`src/rtl/fg_multichannel_dds_pkg.sv`:
```
// Shared encodings for the multichannel DDS function generator:
// waveform modes, register map, mode bit positions and channel state.
package fg_multichannel_dds_pkg;

  localparam logic [2:0] MODE_DC     = 3'd0;
  localparam logic [2:0] MODE_SQUARE = 3'd1;
  localparam logic [2:0] MODE_SAW    = 3'd2;
  localparam logic [2:0] MODE_TRI    = 3'd3;

  localparam int MODE_RADIX_BIT = 3;
  localparam int MODE_BURST_BIT = 4;
  localparam int MODE_W         = 5;

  localparam logic [2:0] CFG_ADDR_MODE  = 3'd0;
  localparam logic [2:0] CFG_ADDR_INC   = 3'd1;
  localparam logic [2:0] CFG_ADDR_DUTY  = 3'd2;
  localparam logic [2:0] CFG_ADDR_AMP   = 3'd3;
  localparam logic [2:0] CFG_ADDR_OFF   = 3'd4;
  localparam logic [2:0] CFG_ADDR_BURST = 3'd5;
  localparam logic [2:0] CFG_ADDR_INIT  = 3'd6;

  typedef enum logic [1:0] {
    CH_IDLE,
    CH_RUN,
    CH_HOLD
  } ch_state_e;

  function automatic int ch_sel_w(input int n);
    return (n > 1) ? $clog2(n) : 1;
  endfunction

endpackage

```
`src/rtl/fg_dds_channel.sv`:
```
// One DDS channel: shadow/active config, run FSM, phase accumulator,
// burst counter, waveform shaper and output saturator.
module fg_dds_channel
  import fg_multichannel_dds_pkg::*;
#(
  parameter int BITWIDTH       = 8,
  parameter int PHASE_BITWIDTH = 16,
  parameter int BURST_BITWIDTH = 8
) (
  input  logic                      clk_i,
  input  logic                      rstn_i,
  input  logic                      sample_en_i,
  input  logic                      we_i,
  input  logic [2:0]                addr_i,
  input  logic [PHASE_BITWIDTH-1:0] data_i,
  input  logic                      commit_i,
  input  logic                      start_i,
  input  logic                      stop_i,
  output logic [BITWIDTH-1:0]       out_o,
  output logic                      valid_o,
  output logic                      wrap_o,
  output logic                      busy_o
);

  localparam int B = BITWIDTH;
  localparam int P = PHASE_BITWIDTH;
  localparam int N = BURST_BITWIDTH;
  localparam int W = BITWIDTH + 2;

  logic [MODE_W-1:0] sh_mode, ac_mode;
  logic [P-1:0]      sh_inc, ac_inc;
  logic [P-1:0]      sh_duty, ac_duty;
  logic [P-1:0]      sh_init, ac_init;
  logic [B-1:0]      sh_amp, ac_amp;
  logic [B-1:0]      sh_off, ac_off;
  logic [N-1:0]      sh_burst, ac_burst;
  logic              pending;

  ch_state_e         state;
  logic [P-1:0]      phase;
  logic [N-1:0]      bcnt;
  logic              smp_d;

  logic [P:0]        acc;
  logic              upd, carry, pend_eff, apply;
  logic              burst_on, last_wrap;
  logic [P-1:0]      init_eff;

  always_ff @(posedge clk_i or negedge rstn_i) begin
    if (!rstn_i) begin
      sh_mode  <= '0;
      sh_inc   <= '0;
      sh_duty  <= '0;
      sh_amp   <= '0;
      sh_off   <= '0;
      sh_burst <= '0;
      sh_init  <= '0;
    end else if (we_i) begin
      case (addr_i)
        CFG_ADDR_MODE:  sh_mode  <= data_i[MODE_W-1:0];
        CFG_ADDR_INC:   sh_inc   <= data_i;
        CFG_ADDR_DUTY:  sh_duty  <= data_i;
        CFG_ADDR_AMP:   sh_amp   <= data_i[B-1:0];
        CFG_ADDR_OFF:   sh_off   <= data_i[B-1:0];
        CFG_ADDR_BURST: sh_burst <= data_i[N-1:0];
        CFG_ADDR_INIT:  sh_init  <= data_i;
        default: ;
      endcase
    end
  end

  assign acc      = {1'b0, phase} + {1'b0, ac_inc};
  assign upd      = (state == CH_RUN) && sample_en_i
                    && !start_i && !stop_i;
  assign carry    = upd && acc[P];
  assign pend_eff = pending | commit_i;
  assign burst_on = ac_mode[MODE_BURST_BIT]
                    && (ac_burst != '0);
  assign last_wrap = carry && burst_on
                     && (bcnt == ac_burst - N'(1));

  // Running channels only swap config on the wrapping sample
  always_comb begin
    apply = 1'b0;
    if (start_i && !stop_i) begin
      apply = pend_eff;
    end else if (state != CH_RUN) begin
      apply = pending;
    end else begin
      apply = carry && pend_eff;
    end
  end

  assign init_eff = apply ? sh_init : ac_init;

  always_ff @(posedge clk_i or negedge rstn_i) begin
    if (!rstn_i) begin
      pending  <= 1'b0;
      ac_mode  <= '0;
      ac_inc   <= '0;
      ac_duty  <= '0;
      ac_amp   <= '0;
      ac_off   <= '0;
      ac_burst <= '0;
      ac_init  <= '0;
    end else begin
      pending <= pend_eff && !apply;
      if (apply) begin
        ac_mode  <= sh_mode;
        ac_inc   <= sh_inc;
        ac_duty  <= sh_duty;
        ac_amp   <= sh_amp;
        ac_off   <= sh_off;
        ac_burst <= sh_burst;
        ac_init  <= sh_init;
      end
    end
  end

  always_ff @(posedge clk_i or negedge rstn_i) begin
    if (!rstn_i) begin
      state  <= CH_IDLE;
      phase  <= '0;
      bcnt   <= '0;
      wrap_o <= 1'b0;
    end else begin
      wrap_o <= carry;
      if (stop_i) begin
        state <= CH_IDLE;
      end else if (start_i) begin
        state <= CH_RUN;
        phase <= init_eff;
        bcnt  <= '0;
      end else if (upd) begin
        if (last_wrap) begin
          state <= CH_HOLD;
          phase <= init_eff;
          bcnt  <= '0;
        end else begin
          phase <= acc[P-1:0];
          if (carry && burst_on) begin
            bcnt <= bcnt + N'(1);
          end
        end
      end
    end
  end

  assign busy_o = (state == CH_RUN);

  logic [B-1:0]          p, ramp, sat, out_d;
  logic signed [B-1:0]   centered;
  logic signed [2*B:0]   c_ext, a_ext, prod;
  logic signed [W-1:0]   wave, sum, amp_s;
  logic                  is_sq, is_ramp, in_range;
  logic                  unused_lsb;

  assign p    = phase[P-1 -: B];
  assign ramp = (ac_mode[2:0] != MODE_TRI) ? p
              : p[B-1] ? {~p[B-2:0], 1'b0}
              : {p[B-2:0], 1'b0};

  // Flipping the MSB recentres the unsigned ramp around zero
  assign centered = {~ramp[B-1], ramp[B-2:0]};
  assign c_ext = {{(B+1){centered[B-1]}}, centered};
  assign a_ext = {{(B+1){1'b0}}, ac_amp};
  assign prod  = c_ext * a_ext;
  assign unused_lsb = ^prod[B-2:0];

  assign amp_s   = {2'b00, ac_amp};
  assign is_sq   = busy_o && (ac_mode[2:0] == MODE_SQUARE);
  assign is_ramp = busy_o && ((ac_mode[2:0] == MODE_SAW)
                   || (ac_mode[2:0] == MODE_TRI));

  always_comb begin
    wave = '0;
    unique case (1'b1)
      is_sq:   wave = (phase < ac_duty) ? amp_s : -amp_s;
      is_ramp: wave = prod[2*B:B-1];
      default: wave = '0;
    endcase
  end

  assign sum = wave + {{2{ac_off[B-1]}}, ac_off};
  assign in_range = (sum[W-1:B-1] == '0)
                    || (sum[W-1:B-1] == '1);

  always_comb begin
    sat = sum[B-1:0];
    if (!in_range) begin
      sat = sum[W-1] ? {1'b1, {(B-1){1'b0}}}
                     : {1'b0, {(B-1){1'b1}}};
    end
  end

  assign out_d = {sat[B-1] ^ ac_mode[MODE_RADIX_BIT],
                  sat[B-2:0]};

  always_ff @(posedge clk_i or negedge rstn_i) begin
    if (!rstn_i) begin
      smp_d   <= 1'b0;
      valid_o <= 1'b0;
      out_o   <= '0;
    end else begin
      smp_d   <= sample_en_i;
      valid_o <= smp_d;
      if (smp_d) begin
        out_o <= out_d;
      end
    end
  end

endmodule

```
`src/rtl/fg_multichannel_dds.sv`:
```
// Multichannel DDS function generator top: reset synchroniser,
// config write decode and per-channel output packing.
module fg_multichannel_dds
  import fg_multichannel_dds_pkg::*;
#(
  parameter int BITWIDTH       = 8,
  parameter int PHASE_BITWIDTH = 16,
  parameter int NUM_CH         = 2,
  parameter int BURST_BITWIDTH = 8
) (
  input  logic                          clk_i,
  input  logic                          rstn_i,
  input  logic                          sample_en_i,
  input  logic                          cfg_we_i,
  input  logic [ch_sel_w(NUM_CH)-1:0]   cfg_ch_i,
  input  logic [2:0]                    cfg_addr_i,
  input  logic [PHASE_BITWIDTH-1:0]     cfg_data_i,
  input  logic [NUM_CH-1:0]             commit_i,
  input  logic [NUM_CH-1:0]             start_i,
  input  logic [NUM_CH-1:0]             stop_i,
  output logic [NUM_CH*BITWIDTH-1:0]    out_o,
  output logic [NUM_CH-1:0]             valid_o,
  output logic [NUM_CH-1:0]             wrap_o,
  output logic [NUM_CH-1:0]             busy_o
);

  localparam int CH_W = ch_sel_w(NUM_CH);

  logic [1:0] rst_sync;
  logic       rst_n;

  // Assert immediately, release two clocks after rstn_i rises
  always_ff @(posedge clk_i or negedge rstn_i) begin
    if (!rstn_i) begin
      rst_sync <= '0;
    end else begin
      rst_sync <= {rst_sync[0], 1'b1};
    end
  end

  assign rst_n = rst_sync[1];

  for (genvar k = 0; k < NUM_CH; k++) begin : g_ch
    logic we;

    assign we = cfg_we_i && (cfg_ch_i == CH_W'(k));

    fg_dds_channel #(
      .BITWIDTH       (BITWIDTH),
      .PHASE_BITWIDTH (PHASE_BITWIDTH),
      .BURST_BITWIDTH (BURST_BITWIDTH)
    ) u_ch (
      .clk_i       (clk_i),
      .rstn_i      (rst_n),
      .sample_en_i (sample_en_i),
      .we_i        (we),
      .addr_i      (cfg_addr_i),
      .data_i      (cfg_data_i),
      .commit_i    (commit_i[k]),
      .start_i     (start_i[k]),
      .stop_i      (stop_i[k]),
      .out_o       (out_o[k*BITWIDTH +: BITWIDTH]),
      .valid_o     (valid_o[k]),
      .wrap_o      (wrap_o[k]),
      .busy_o      (busy_o[k])
    );
  end

endmodule

```
`config.mk`:
```
export PLATFORM = sky130hd
export DESIGN_NAME = fg_multichannel_dds
export DESIGN_NICKNAME = d
export VERILOG_FILES = /design/src/rtl/fg_multichannel_dds_pkg.sv /design/src/rtl/fg_dds_channel.sv /design/src/rtl/fg_multichannel_dds.sv
export SDC_FILE = /design/constraint.sdc
export NUM_CORES = 1
export LEC_CHECK = 0
export BUFFER_PORTS_ARGS = -buffer_cell sky130_fd_sc_hd__buf_2
export CELL_PAD_IN_SITES_DETAIL_PLACEMENT = 0
export CELL_PAD_IN_SITES_GLOBAL_PLACEMENT = 1
export CORE_UTILIZATION = 47
export DETAILED_ROUTE_END_ITERATION = 10
export GPL_ROUTABILITY_DRIVEN = 1
export PLACE_DENSITY_LB_ADDON = 0.1
export SLEW_MARGIN = 10
export SYNTH_ARGS = -nofsm -noshare
export SYNTH_HDL_FRONTEND = slang
export SYNTH_HIERARCHICAL = 1
export SYNTH_SLANG_ARGS = --single-unit
```
`constraint.sdc`:
```
create_clock -name clk_i -period 11.8 [get_ports clk_i]
set_input_delay 1.18 -clock clk_i [delete_from_list [all_inputs] [get_ports clk_i]]
set_output_delay 1.18 -clock clk_i [all_outputs]
set_load 0.05 [all_outputs]
```
---- Yosys cells after proc, flatten, opt, wreduce, memory -nomap -nowiden ----
Index checks and enable logic that the tools add are counted.
cells by class
  multiply operators ...................... 2
  divide/modulo/power cells ............... 0
  $lt $le $gt $ge ......................... 2
  mux-type cells .......................... 40
  equal/unequal tests ..................... 22
  reductions and logical operators ........ 69
  bitwise gates (word level) .............. 11
  shifts and indexed selects .............. 0
  $add $sub $neg .......................... 10
operators with widths
  cell                                                                      number
  16-bit 2-to-1 mux                                                         8
  8-bit 2-to-1 mux                                                          16
  10-bit case mux with 2 select lines                                       2
  2-bit AND reduction                                                       18
  16-bit by 16-bit adder with 17-bit output                                 2
  8-bit by 9-bit multiplier with 17-bit output                              2
  16-bit < comparator                                                       2
  1-bit logical AND                                                         26
  10-bit adder                                                              2
  10-bit 2-to-1 mux                                                         2
  8-bit negator with 10-bit output                                          2
  3-bit by 2-bit equality test with 1-bit output (second input constant)    6
  3-bit nonzero test                                                        6
  8-bit by 1-bit adder with 8-bit output (second input constant)            2
  8-bit equality test                                                       2
  2-bit 2-to-1 mux                                                          8
  8-bit nonzero test                                                        2
  8-bit by 1-bit subtractor with 8-bit output (second input constant)       2
  3-bit equality test (second input constant)                               5
  7-bit NOT                                                                 2
  3-bit by 1-bit equality test with 1-bit output (second input constant)    3
  3-bit logical NOT                                                         3
  1-bit logical NOT                                                         6
  3-bit by 2-bit inequality test with 1-bit output (second input constant)  2
  other kinds (9)                                                           25
word-level totals
  register bits ........................... 384
  memory bits (read-only) ................. 0
  latch bits .............................. 0
  bits in writable memories ............... 0
  bits of input ports ..................... 30
  memories kept ........................... 0
  output and inout port bits .............. 22

---- Depth between registers and ports, before layout ----
  word-level depth ........................ 12
  depth in mapped cells ................... 32
  gate-level depth less buffers ........... 31

---- Hierarchy ----
The synthesis kept the hierarchy.
modules (own cells, without submodules)
  module                          times used  area an instance (µm²)  cells an instance
  fg_dds_channel at g_ch[0].u_ch  1           11770.0                 1064
  fg_dds_channel at g_ch[1].u_ch  1           11641.2                 1074
  fg_multichannel_dds             1           70.1                    5

---- Worst setup path before layout ----
OpenSTA, ideal clock, no wires.
  kind .................................... reg-to-reg
  start point ............................. register g_ch[1].u_ch.ac_mode[2]
  end point ............................... register g_ch[1].u_ch.out_o[0]
  setup slack ............................. 4.484 ns
  cell stages (with the launch flop) ...... 31
  clock period less this slack ............ 7.316 ns
  arrival time ............................ 7.176 ns
  path through ............................ dfrtp_1 nand3b_1 clkbuf_1 nor2_1 xor2_1 inv_1 nand2_1 fa_1 fa_1 inv_1 fa_1 inv_1 fa_1 inv_1 ha_1 nand4_1 o2111ai_1 o311a_1 o21ai_0 nand2_1 a21oi_1 xor2_1 o22ai_1 ha_1 or2_2 o31a_1 a2111oi_0 nand4bb_1 nor4_1 a211oi_2 a21oi_1
on the way
  longest elaborated chain between the ends .. 9
  elaborated cells between the ends (all ways) .. 17
  those cells by class .................... add/sub: 1; mul: 1; eq/ne: 5; mux: 4; bitwise: 1; reduce/logical: 5
RTL lines
  element                                                          RTL line                                      text
  start: declaration                                               fg_dds_channel.sv:30                          logic [MODE_W-1:0] sh_mode, ac_mode;
  start signal: assignment                                         fg_dds_channel.sv:109                         ac_mode <= sh_mode;
  3-bit by 2-bit inequality test with 1-bit output                 fg_dds_channel.sv:159                         assign ramp = (ac_mode[2:0] != MODE_TRI) ? p
  8-bit 2-to-1 mux                                                 fg_dds_channel.sv:159
  1-bit NOT                                                        fg_dds_channel.sv:164                         assign centered = {~ramp[B-1], ramp[B-2:0]};
  8-bit by 9-bit multiplier with 17-bit output                     fg_dds_channel.sv:167                         assign prod = c_ext * a_ext;
  10-bit case mux with 2 select lines (*)                          fg_dds_channel.sv:177                         unique case (1'b1)
  10-bit adder (*)                                                 fg_dds_channel.sv:184                         assign sum = wave + {{2{ac_off[B-1]}}, ac_off};
  3-bit equality test / 3-bit logical NOT (equally long branches)  fg_dds_channel.sv:186, fg_dds_channel.sv:185
  1-bit logical OR                                                 fg_dds_channel.sv:186                         || (sum[W-1:B-1] == '1);
  8-bit 2-to-1 mux (*)                                             fg_dds_channel.sv:190                         if (!in_range) begin
  end signal: assignment                                           fg_dds_channel.sv:208                         out_o <= out_d;
  end: declaration                                                 fg_dds_channel.sv:19                          output logic [BITWIDTH-1:0] out_o,
Mark *: on every way between the ends. The rest lies on a longest branch, timed or not.
A chain may end at the register's enable or synchronous reset.

---- Final worst setup path ----
  start point ............................. register g_ch[1].u_ch.ac_mode[2]
  end point ............................... register g_ch[1].u_ch.out_o[2]
The elaborated chain is that of the path after synthesis.

==> impl_metrics.py <==
metrics = {
    "run_status": {
        "run_status": "finished clean",
    },
    "yosys": {
        "syn-instance-count": 2143,
        "post_synthesis_share_of_cell_area_spent_on_xor_and_xnor_gates": 0.0423,
        "synth_ff_type": "sky130_fd_sc_hd__dfrtp_1",
        "total_number_of_yosys_warnings": 6,
        "dominant_combinational_cell_family_by_area_after_synthesis": "adder cells",
        "synth_compound_area_frac": 0.0925,
        "synth_adder_area_share": 0.154,
        "ys_ff_latch": 386,
        "post_synth.cell_area_avg_sq_um": 11.0,
        "async_reset_ff_frac": 1.00,
        "synthesis.nets": 2417,
        "synth-edff-count": 0,
        "synthDominantCellAreaShare": 0.411,
        "synthTopCellsByArea": "sky130_fd_sc_hd__dfrtp_1, sky130_fd_sc_hd__mux2_2, sky130_fd_sc_hd__ha_1, sky130_fd_sc_hd__fa_1, sky130_fd_sc_hd__xnor2_1",
        "mappedNetlistArea_sq_mm": 0.0235,
        "synth_area_leader_cell": "sky130_fd_sc_hd__dfrtp_1",
        "synthSimpleGateAreaFrac": 0.113,
        "synth.cells.most_frequent": "sky130_fd_sc_hd__dfrtp_1, sky130_fd_sc_hd__mux2_2, sky130_fd_sc_hd__ha_1, sky130_fd_sc_hd__inv_1, sky130_fd_sc_hd__nor2_1",
        "synth-seq-area-share": 0.411,
        "post_synth_num_cell_types": 93,
        "synth.area.mux_share": 0.144,
        "yosys.cell_count.top_type": "sky130_fd_sc_hd__dfrtp_1",
    },
    "global_route": {
        "grt_start_max_net_pins": 80,
        "gr-total-overflow": 0,
        "grt_pass1_wl_mm": 87.8,
        "grt_util_all_layers": 0.221,
        "initial_antenna_violation_count": 1,
        "vias_in_the_first_global_route": 15713,
    },
    "min_path": {
        "min_path_cells": 0,
        "hold_path_startpoint": "rst_sync[0]",
        "min_delay_worst_endpoint": "rst_sync[1]",
        "class_of_the_tightest_hold_or_removal_check": "reg2reg",
    },
    "setup_path": {
        "reg2reg_to": "g_ch[1].u_ch/out_o[2]",
        "critPathKind": "reg2reg",
        "critical_path_required_ns": 12.21,
        "cp-startpoint": "g_ch[1].u_ch/ac_mode[2]",
        "regToRegSetupSlack_ns": 3.40,
        "timing.rr.start": "g_ch[1].u_ch/ac_mode[2]",
        "worst_path_slowest_cell": "sky130_fd_sc_hd__xor2_1",
        "crit_path_start_kind": "register",
        "timing.critical_path.fanout_max": 20,
        "cp_slowest_stage_delay_ns": 0.57,
        "r2r.worst_path.cells": 29,
        "timing.critical_path.arrival_ns": 8.82,
        "crit_path_end_kind": "register",
    },
    "placement": {
        "place_hpwl_mm": 38.4,
        "final_weighted_congestion_in_routability_driven_placement": 0.838,
        "portBuffers": 51,
    },
    "clocking": {
        "tritoncts_buffer_count": 42,
        "clock-root-buffer": "sky130_fd_sc_hd__clkbuf_16",
        "cts_hold_repair.buffers": 0,
        "clk_latency_ns": 0.58,
        "clkSinkCount": 386,
        "cts.reportedPaths.clkPinSlew_ns": 0.06,
        "post-cts-setup-buffer-count": 0,
        "cts.htree.levels": 2,
        "cts_repair_resize_count": 0,
        "deepest_clock_path_buffer_count": 3,
        "tritoncts": "built",
    },
    "layout": {
        "layout-area-overhead-vs-synth_pct": 9.51,
        "multi_input_comb_area_sq_mm": 0.0128,
        "final_nets": 2455,
        "num-fill-cells": 4381,
        "layout-drive-gt1-share": 0.188,
        "sequential_area_sq_mm": 0.00966,
    },
    "die": {
        "io_pins": 52,
        "dieWidth_um": 226,
        "die-area_sq_mm": 0.0509,
        "coreArea_sq_mm": 0.0492,
        "row_count": 81,
        "initial_core_util": 0.478,
        "die_y_um": 226,
    },
    "routing": {
        "drt-total-wl_mm": 53.6,
        "final_antenna_violating_net_count": 0,
        "viasPerCell": 5.38,
        "dr.pass1.iters": 5,
        "initialDrtViolationCount": 818,
        "total_number_of_vias": 15488,
        "detail_route.drc_violations": 0,
        "wl_cell_um": 18.6,
    },
    "timing": {
        "timing.fmax_mhz": 119,
        "share_of_the_cycle_needed_by_the_critical_path_after_routing": 0.712,
        "setup_viol_count_final": 0,
        "drv_slew": 0,
        "tightest_slew_margin_relative_to_the_limit": 0.233,
        "rsz0062_at_grt": "no",
        "timing.final.hold_violations": 0,
        "finalSetupTns_ns": 0,
        "min_period_ns": 8.40,
        "final.setup_skew_ns": 0.0254,
        "tightestPinTransition_ns": 1.14,
    },
    "flow_run": {
        "max-cap-violations": 0,
    },
}
routing by layer:
| metal | GRT usage | vias to the layer above | routed length, um |
|---|---|---|---|
| met3 | 0.0271 | 61 | 1690 |
| li1 | - | 7530 | - |
| met1 | 0.325 | 7705 | 27200 |
| met5 | 0 | - | 0 |
| met2 | 0.344 | 192 | 23800 |
| met4 | 0.0575 | 0 | 950 |
flip-flops by register name, summed over array words and instances, names as in the netlist, 32 cells and up:
| signal | cells |
|---|---|
| g_ch.u_ch/sh_duty | 32 |
| g_ch.u_ch/sh_inc | 32 |
| g_ch.u_ch/ac_inc | 32 |
| g_ch.u_ch/sh_init | 32 |
| g_ch.u_ch/ac_duty | 32 |
| g_ch.u_ch/ac_init | 32 |
| g_ch.u_ch/phase | 32 |
worst max-delay path: cells and delay by family, from the launching register on:
family | cells | cell delay, ns
and+or+nand+nor | 8 | 1.88
AOI/OAI and AO/OA | 9 | 2.25
xor gates and xnor gates | 2 | 0.73
buffers and inverters | 4 | 0.29
adders and majority gates | 6 | 2.71
DFF | 1 | 0.39
cell families (layout without fill, tap and decap cells):
family          Yosys count  count (layout)
mux                     300             300
fa+ha+maj               244             244
xor+xnor                109             109
other cells               1               2
compound gates          337             337
simple gates            529             529
flops                   386             386
buf+inv                 237             307
area by class of cell:
class | count | share of cell area
Antenna cell | 1 | 0.0000973
Multi-Input combinational cell | 1520 | 0.500
Clock inverter | 15 | 0.00642
Clock buffer | 61 | 0.0472
Inverter | 163 | 0.0238
Timing Repair Buffer | 68 | 0.0149
Tap cell | 664 | 0.0323
Sequential cell | 386 | 0.376
how the worst max path moves through the flow:
| stage | endpoint | cells past startpoint |
|---|---|---|
| after global placement | g_ch[1].u_ch/out_o[0] | 29 |
| after CTS | g_ch[1].u_ch/out_o[2] | 29 |
| after floorplan | g_ch[0].u_ch/ac_amp[0] | 0 |
| after detailed placement | g_ch[1].u_ch/out_o[2] | 29 |
| after global routing | g_ch[1].u_ch/out_o[6] | 29 |
| final | g_ch[1].u_ch/out_o[2] | 29 |
through the flow:
step | std cells | worst slack [ns] | instance area, sq um | util | hold WS (ns)
6_report | 2878 | 3.40 | 25700 | 0.523 | 0.346
5_1_grt | 2877 | 2.87 | 25700 | 0.523 | 0.358
4_1_cts | 2877 | 3.37 | 25700 | 0.523 | 0.343
3_5_place_dp | 2801 | 3.38 | 24300 | 0.495 | 0.336
3_3_place_gp | 2801 | 3.63 | 24300 | 0.495 | 0.334
2_1_floorplan | 2143 | 0.245 | 23500 | - | 0.331
cells in the final DEF, fill, tap and decap left out, drive strengths merged, types with 34 or more instances in the layout:
cell | Yosys | layout
dfrtp | 386 | 386
mux2 | 269 | 269
ha | 170 | 170
inv | 161 | 162
nor2 | 136 | 136
nand2 | 132 | 132
o21ai | 111 | 111
a21oi | 98 | 98
fa | 74 | 74
xnor2 | 73 | 73
buf | 28 | 68
nor2b | 62 | 62
clkbuf | 45 | 61
nand3 | 46 | 46
xor2 | 34 | 34
Power is not shown: default switching activity piles up to over one toggle a cycle in this logic, so the estimate is an artifact.
